[src/rtl/exc_arbiter_pkg.sv]
// Shared constants and types for the pipeline exception/interrupt arbiter.
package exc_arbiter_pkg;
  localparam logic [1:0] EXC_INT    = 2'd0;
  localparam logic [1:0] EXC_SYS    = 2'd1;
  localparam logic [1:0] EXC_UNIMPL = 2'd2;
  localparam logic [1:0] EXC_OV     = 2'd3;

  // Flush masks: owning stage plus every younger stage (bit0 = F).
  localparam logic [3:0] FLUSH_OV     = 4'b1111;
  localparam logic [3:0] FLUSH_UNIMPL = 4'b0111;
  localparam logic [3:0] FLUSH_SYS    = 4'b0011;
  localparam logic [3:0] FLUSH_INT    = 4'b0001;
  localparam logic [3:0] FLUSH_RET    = 4'b0111;

  typedef enum logic {ST_IDLE, ST_DRAIN} state_t;
endpackage

[src/rtl/exc_arbiter_int_sync.sv]
// Interrupt request synchroniser, rising-edge detector and sticky pending flag.
module exc_arbiter_int_sync (
  input  logic clk,
  input  logic rst,
  input  logic int_req_i,
  input  logic accept_i,
  output logic pending_o
);
  logic r_sync1, r_sync2, r_prev, r_pending;
  logic w_edge;

  assign w_edge = r_sync2 & ~r_prev;

  always_ff @(posedge clk or posedge rst) begin
    if (rst) begin
      r_sync1   <= 1'b0;
      r_sync2   <= 1'b0;
      r_prev    <= 1'b0;
      r_pending <= 1'b0;
    end else begin
      r_sync1   <= int_req_i;
      r_sync2   <= r_sync1;
      r_prev    <= r_sync2;
      // A fresh edge wins over a same-cycle accept so no request is lost.
      r_pending <= w_edge | (r_pending & ~accept_i);
    end
  end

  assign pending_o = r_pending;
endmodule

[src/rtl/exc_arbiter.sv]
// Picks one exception/interrupt/eret per cycle, drives Coprocessor 0 strobes,
// pipeline flush and PC redirect, then drains flushed slots for a few cycles.
module exc_arbiter
  import exc_arbiter_pkg::*;
#(
  parameter logic [31:0] HANDLER_ADDR = 32'h0000_0080,
  parameter int          DRAIN_CYCLES = 3
) (
  input  logic        clk,
  input  logic        rst,
  input  logic        int_req_i,
  input  logic        sys_d_i,
  input  logic        unimpl_e_i,
  input  logic        ov_m_i,
  input  logic        ret_m_i,
  input  logic        stall_i,
  input  logic [31:0] pcf_i,
  input  logic [31:0] pcd_i,
  input  logic [31:0] pce_i,
  input  logic [31:0] pcm_i,
  input  logic [31:0] status_i,
  input  logic [31:0] epc_i,
  output logic        cause_epc_write_o,
  output logic [31:0] exc_code_o,
  output logic [31:0] epc_o,
  output logic        ret_op_o,
  output logic [3:0]  flush_o,
  output logic        redirect_o,
  output logic [31:0] redirect_pc_o,
  output logic        int_pending_o
);
  localparam int CW = (DRAIN_CYCLES > 1) ? $clog2(DRAIN_CYCLES) : 1;

  state_t        r_state, w_state_nxt;
  logic [CW-1:0] r_cnt, w_cnt_nxt;
  logic          w_pend, w_int_acc, w_take, w_ret, w_redir;
  logic [1:0]    w_code;
  logic [31:0]   w_epc, w_rpc;
  logic [3:0]    w_flush;
  logic          w_unused_status;

  assign w_unused_status = ^status_i[31:4];

  exc_arbiter_int_sync u_int_sync (
    .clk       (clk),
    .rst       (rst),
    .int_req_i (int_req_i),
    .accept_i  (w_int_acc),
    .pending_o (w_pend)
  );

  always_comb begin
    w_state_nxt = r_state;
    w_cnt_nxt   = r_cnt;
    w_take      = 1'b0;
    w_ret       = 1'b0;
    w_int_acc   = 1'b0;
    w_code      = EXC_INT;
    w_epc       = '0;
    w_flush     = '0;
    w_rpc       = HANDLER_ADDR;
    case (r_state)
      ST_IDLE: begin
        if (!stall_i) begin
          if (ov_m_i && status_i[EXC_OV]) begin
            w_take = 1'b1; w_code = EXC_OV; w_epc = pcm_i; w_flush = FLUSH_OV;
          end else if (unimpl_e_i && status_i[EXC_UNIMPL]) begin
            w_take = 1'b1; w_code = EXC_UNIMPL; w_epc = pce_i; w_flush = FLUSH_UNIMPL;
          end else if (sys_d_i && status_i[EXC_SYS]) begin
            w_take = 1'b1; w_code = EXC_SYS; w_epc = pcd_i; w_flush = FLUSH_SYS;
          end else if (w_pend && status_i[EXC_INT]) begin
            w_take = 1'b1; w_code = EXC_INT; w_epc = pcf_i; w_flush = FLUSH_INT;
            w_int_acc = 1'b1;
          end else if (ret_m_i) begin
            w_ret = 1'b1; w_rpc = epc_i; w_flush = FLUSH_RET;
          end
        end
        if (w_take || w_ret) begin
          w_state_nxt = ST_DRAIN;
          w_cnt_nxt   = CW'(DRAIN_CYCLES - 1);
        end
      end
      ST_DRAIN: begin
        if (r_cnt == '0) w_state_nxt = ST_IDLE;
        else             w_cnt_nxt   = r_cnt - 1'b1;
      end
      default: w_state_nxt = ST_IDLE;
    endcase
  end

  always_ff @(posedge clk or posedge rst) begin
    if (rst) begin
      r_state <= ST_IDLE;
      r_cnt   <= '0;
    end else begin
      r_state <= w_state_nxt;
      r_cnt   <= w_cnt_nxt;
    end
  end

  // Outputs exist only in the accept cycle and are held low through reset.
  assign w_redir           = (w_take | w_ret) & ~rst;
  assign cause_epc_write_o = w_take & ~rst;
  assign ret_op_o          = w_ret & ~rst;
  assign exc_code_o        = cause_epc_write_o ? {30'b0, w_code} : 32'b0;
  assign epc_o             = cause_epc_write_o ? w_epc : 32'b0;
  assign flush_o           = w_redir ? w_flush : 4'b0;
  assign redirect_o        = w_redir;
  assign redirect_pc_o     = w_redir ? w_rpc : 32'b0;
  assign int_pending_o     = w_pend & ~rst;
endmodule
[config.mk]
export PLATFORM = sky130hd
export DESIGN_NAME = exc_arbiter
export DESIGN_NICKNAME = d
export VERILOG_FILES = /design/src/rtl/exc_arbiter_pkg.sv /design/src/rtl/exc_arbiter_int_sync.sv /design/src/rtl/exc_arbiter.sv
export SDC_FILE = /design/constraint.sdc
export NUM_CORES = 1
export LEC_CHECK = 0
export ABC_AREA = 1
export CAP_MARGIN = 25
export CORE_AREA = 2 2 119 121
export DETAILED_ROUTE_END_ITERATION = 16
export DIE_AREA = 0 0 121 123
export PLACE_DENSITY_LB_ADDON = 0.05
export SKIP_CTS_REPAIR_TIMING = 1
export SYNTH_ARGS = -nofsm -noshare
export SYNTH_HDL_FRONTEND = slang
export SYNTH_SLANG_ARGS = --single-unit
export TNS_END_PERCENT = 5
[constraint.sdc]
create_clock -name clk -period 1.2 [get_ports clk]
set_input_delay 0.18 -clock clk [delete_from_list [all_inputs] [get_ports clk]]
set_output_delay 0.18 -clock clk [all_outputs]
set_load 0.02 [all_outputs]
==> metrics.md <==
| Metric | Value |
|---|---|
| Gpl congestion | `a little under 0.8` |
| Non-filler cells in the finished layout | `between 800 and 900` |
| Cell mode on critical path | `nand2_4` |
| R2R Setup Slk | `-0.10 ns` |
| Max Transition Viols Final | `0` |
| Synth cell types | `25` |
| Post-Route WL | `approximately 12 mm` |
| Via density | `4.110` |
| Max Root-Sink Buffers | `2` |
| Core area | `13610 um^2` |
| GRT Overall Usage | `0.1470` |
| Final Net Count | `878` |
| Cells after synthesis | `409` |
| Clock Latency Late Sink | `0.23 ns` |
| N_diodes | `0` |
| Worst-path clk slew | `0.04 ns` |
| Worst path arrival time | `1.62 ns` |
| Vias post-DR | `roughly 3.5k` |
| Crit-path slowest cell | `clkdlybuf4s50_1` |
| Util after Layout | `0.4229` |
| Post-synthesis sequential area ratio | `0.07392` |
| Worst endpoint required time | `1.02 ns` |
| R2R Path End | `r_cnt[1]` |
| CTS Buf Count | `3` |
| CP max FO | `6` |
| Ranking of synthesized cells by area | `a21oi_1 21%, nor2_4 15%, nor2_1 11%, buf_4 9.8%, nand3_1 7.6%` |
| Final WS setup | `-0.6010 ns` |
| RSZ-0062 raised after global routing | `true` |
| FF+latch count, synth | `7` |
| Num ports | `304` |
| # Max-Cap Violations | `0` |
| H-tree depth | `1` |
| Violated checks | `hold timing, setup timing` |
| Worst Setup End Kind | `output port` |
| Clock root cell | `clkbuf_16` |
| Fillers | `1415` |
| P_leak | `approximately 2.5 nW` |
| Critical path class | `input port to output port` |
| Post-synth top area share | `0.2070` |
| Max Clk Rate | `roughly 560 MHz` |
| Syn Area/Cell | `between 5 and 6 um^2` |
| Area delta synth->final | `142.9%` |
| Die Span X | `121 um` |
| Vias in the first global route | `3543` |
| Crit-path max cell delay | `0.51 ns` |
| Post-Syn Area | `2370 um^2` |
| Share of layout cells above drive strength 1 | `0.3417` |
| P per Cell Area | `617.5 nW/um^2` |
| Initial antenna violation count | `0` |
| Fin. Hold Viols | `7` |
| Cell Rows | `43` |
| Design Area, Final | `5757 um^2` |
| Clock skew | `0.001377 ns` |
| Placed cell area | `around 5400 um^2` |
| Grt ovf | `0` |
| Largest net degree at the start of global routing | `43` |
| Die height | `123 um` |
| Hold Crit Class | `input port to async pin` |
| Initial DRC count | `49` |
| Outcome | `finished with violations` |
| Ys Warns | `0` |
| Antenna-violating nets left | `0` |
| Hold slack | `-0.005174 ns` |
| Worst path cell trace | `clkdlybuf4s50_1 > nand2_4 > nand2_4 > nor2_4 > nor2_4 > buf_12 > buf_12 > nand2_4 > a21oi_4 > buf_6` |
| Worst r2r src | `u_int_sync.pending_o` |
| Min cycle time layout | `1.801 ns` |
| Post-DP HPWL | `9.740 mm` |
| Avg WL per Cell | `14.29 um` |
| CTS tree | `done` |
| Pwr Total | `around 3.6 mW` |
| First-pass iteration count of the detailed router | `4` |
| Dpl ws | `-1.240 ns` |
| CTS Sinks | `7` |
| Placed cell count | `845` |
| Maximum VDD drop | `465.6 uV` |
| Crit start category | `input port` |
| First-pass GRT wire length | `17.51 mm` |
| Fin Setup TNS | `-38.58 ns` |
| Reg2reg path depth | `9` |
| Fin crit share | `1.501` |
| Final count of negative-setup-slack endpoints | `77` |
| Remaining routing DRC violations | `0` |
| Initial Utilization | `0.1741` |
| Die footprint | `14880 um^2` |
| Leading area contributor after synthesis | `a21oi_1` |
| # port buffers | `245` |
[cells in the final DEF, fill, tap and decap left out, drive strengths merged]
cell type	synthesis	routed
ha	1	1
dlymetal6s2s	0	7
conb	1	30
nor2	105	105
a21oi	98	98
o21ai	2	2
nor3	1	1
a211oi	1	1
clkbuf	16	8
nand2	51	51
inv	48	48
dfrtp	7	7
clkdlybuf4s50	0	164
nand3	36	36
buf	42	117
[state kept, by name (all words and copies together), names as in the netlist]
register / cells
r_cnt: 2
r_state: 1
u_int_sync.pending_o: 1
u_int_sync.r_prev: 1
u_int_sync.r_sync1: 1
u_int_sync.r_sync2: 1
[how the worst max path moves through the flow]
stage	startpoint	end	slack, ns	depth (start not counted)
global placement	unimpl_e_i	epc_o[0]	-1.26	9
floorplan	u_int_sync.pending_o	redirect_pc_o[0]	-0.21	8
global route	r_state	epc_o[1]	-0.67	8
detailed placement	ov_m_i	epc_o[0]	-1.24	9
CTS	ov_m_i	epc_o[0]	-1.26	9
finish	sys_d_i	epc_o[0]	-0.60	10
[cell usage after synthesis]
cell type,instances
inv_4,2
o21ai_0,1
nand2_1,42
nor3_1,1
nor2_8,1
dfrtp_1,7
buf_4,31
o21ai_1,1
nand2_2,5
nor2_1,70
clkbuf_1,16
a211oi_1,1
nor2_2,2
a21oi_1,98
buf_2,4
buf_1,1
ha_1,1
nand3_1,36
buf_6,3
nand2_4,4
conb_1,1
buf_12,3
inv_1,39
nor2_4,32
inv_2,7
[worst max-delay path, delay by kind of cell]
kind	cells	cell delay, ns
buffers and inverters	4	0.92
AND/OR/NAND/NOR	5	0.37
AO/OA/AOI/OAI	1	0.15
[final cells by class]
type                            instances  area (um^2)  share of cell area
Sequential cell                         7        175.2             0.03043
Timing Repair Buffer                  292         3067              0.5327
Multi-Input combinational cell        325         2021              0.3510
Tap cell                              180        225.2             0.03912
Clock buffer                            4        78.83             0.01369
Inverter                               48        190.2             0.03304
[report_power, final]
part	leakage, nW	switching, mW	internal [mW]	total, mW
registers	0.0799	0.0464	0.304	0.350
logic	2.42	1.30	1.33	2.63
clock network	0.0382	0.130	0.442	0.572
total	2.53	1.48	2.07	3.55
[metal layers]
layer	GRT usage	wire length, um
met1	0.1655	4771
met2	0.2823	6230
met3	0.03782	1168
met4	0.02180	63
met5	0	0
[logic make-up after synthesis]
group / synth area share
adders and majority gates: 0.005279
buffers and inverters: 0.2513
and+or+nand+nor: 0.4535
DFF: 0.07392
AOI/OAI and AO/OA: 0.2144
other: 0.001582
Power figures use the tool's default switching activity.
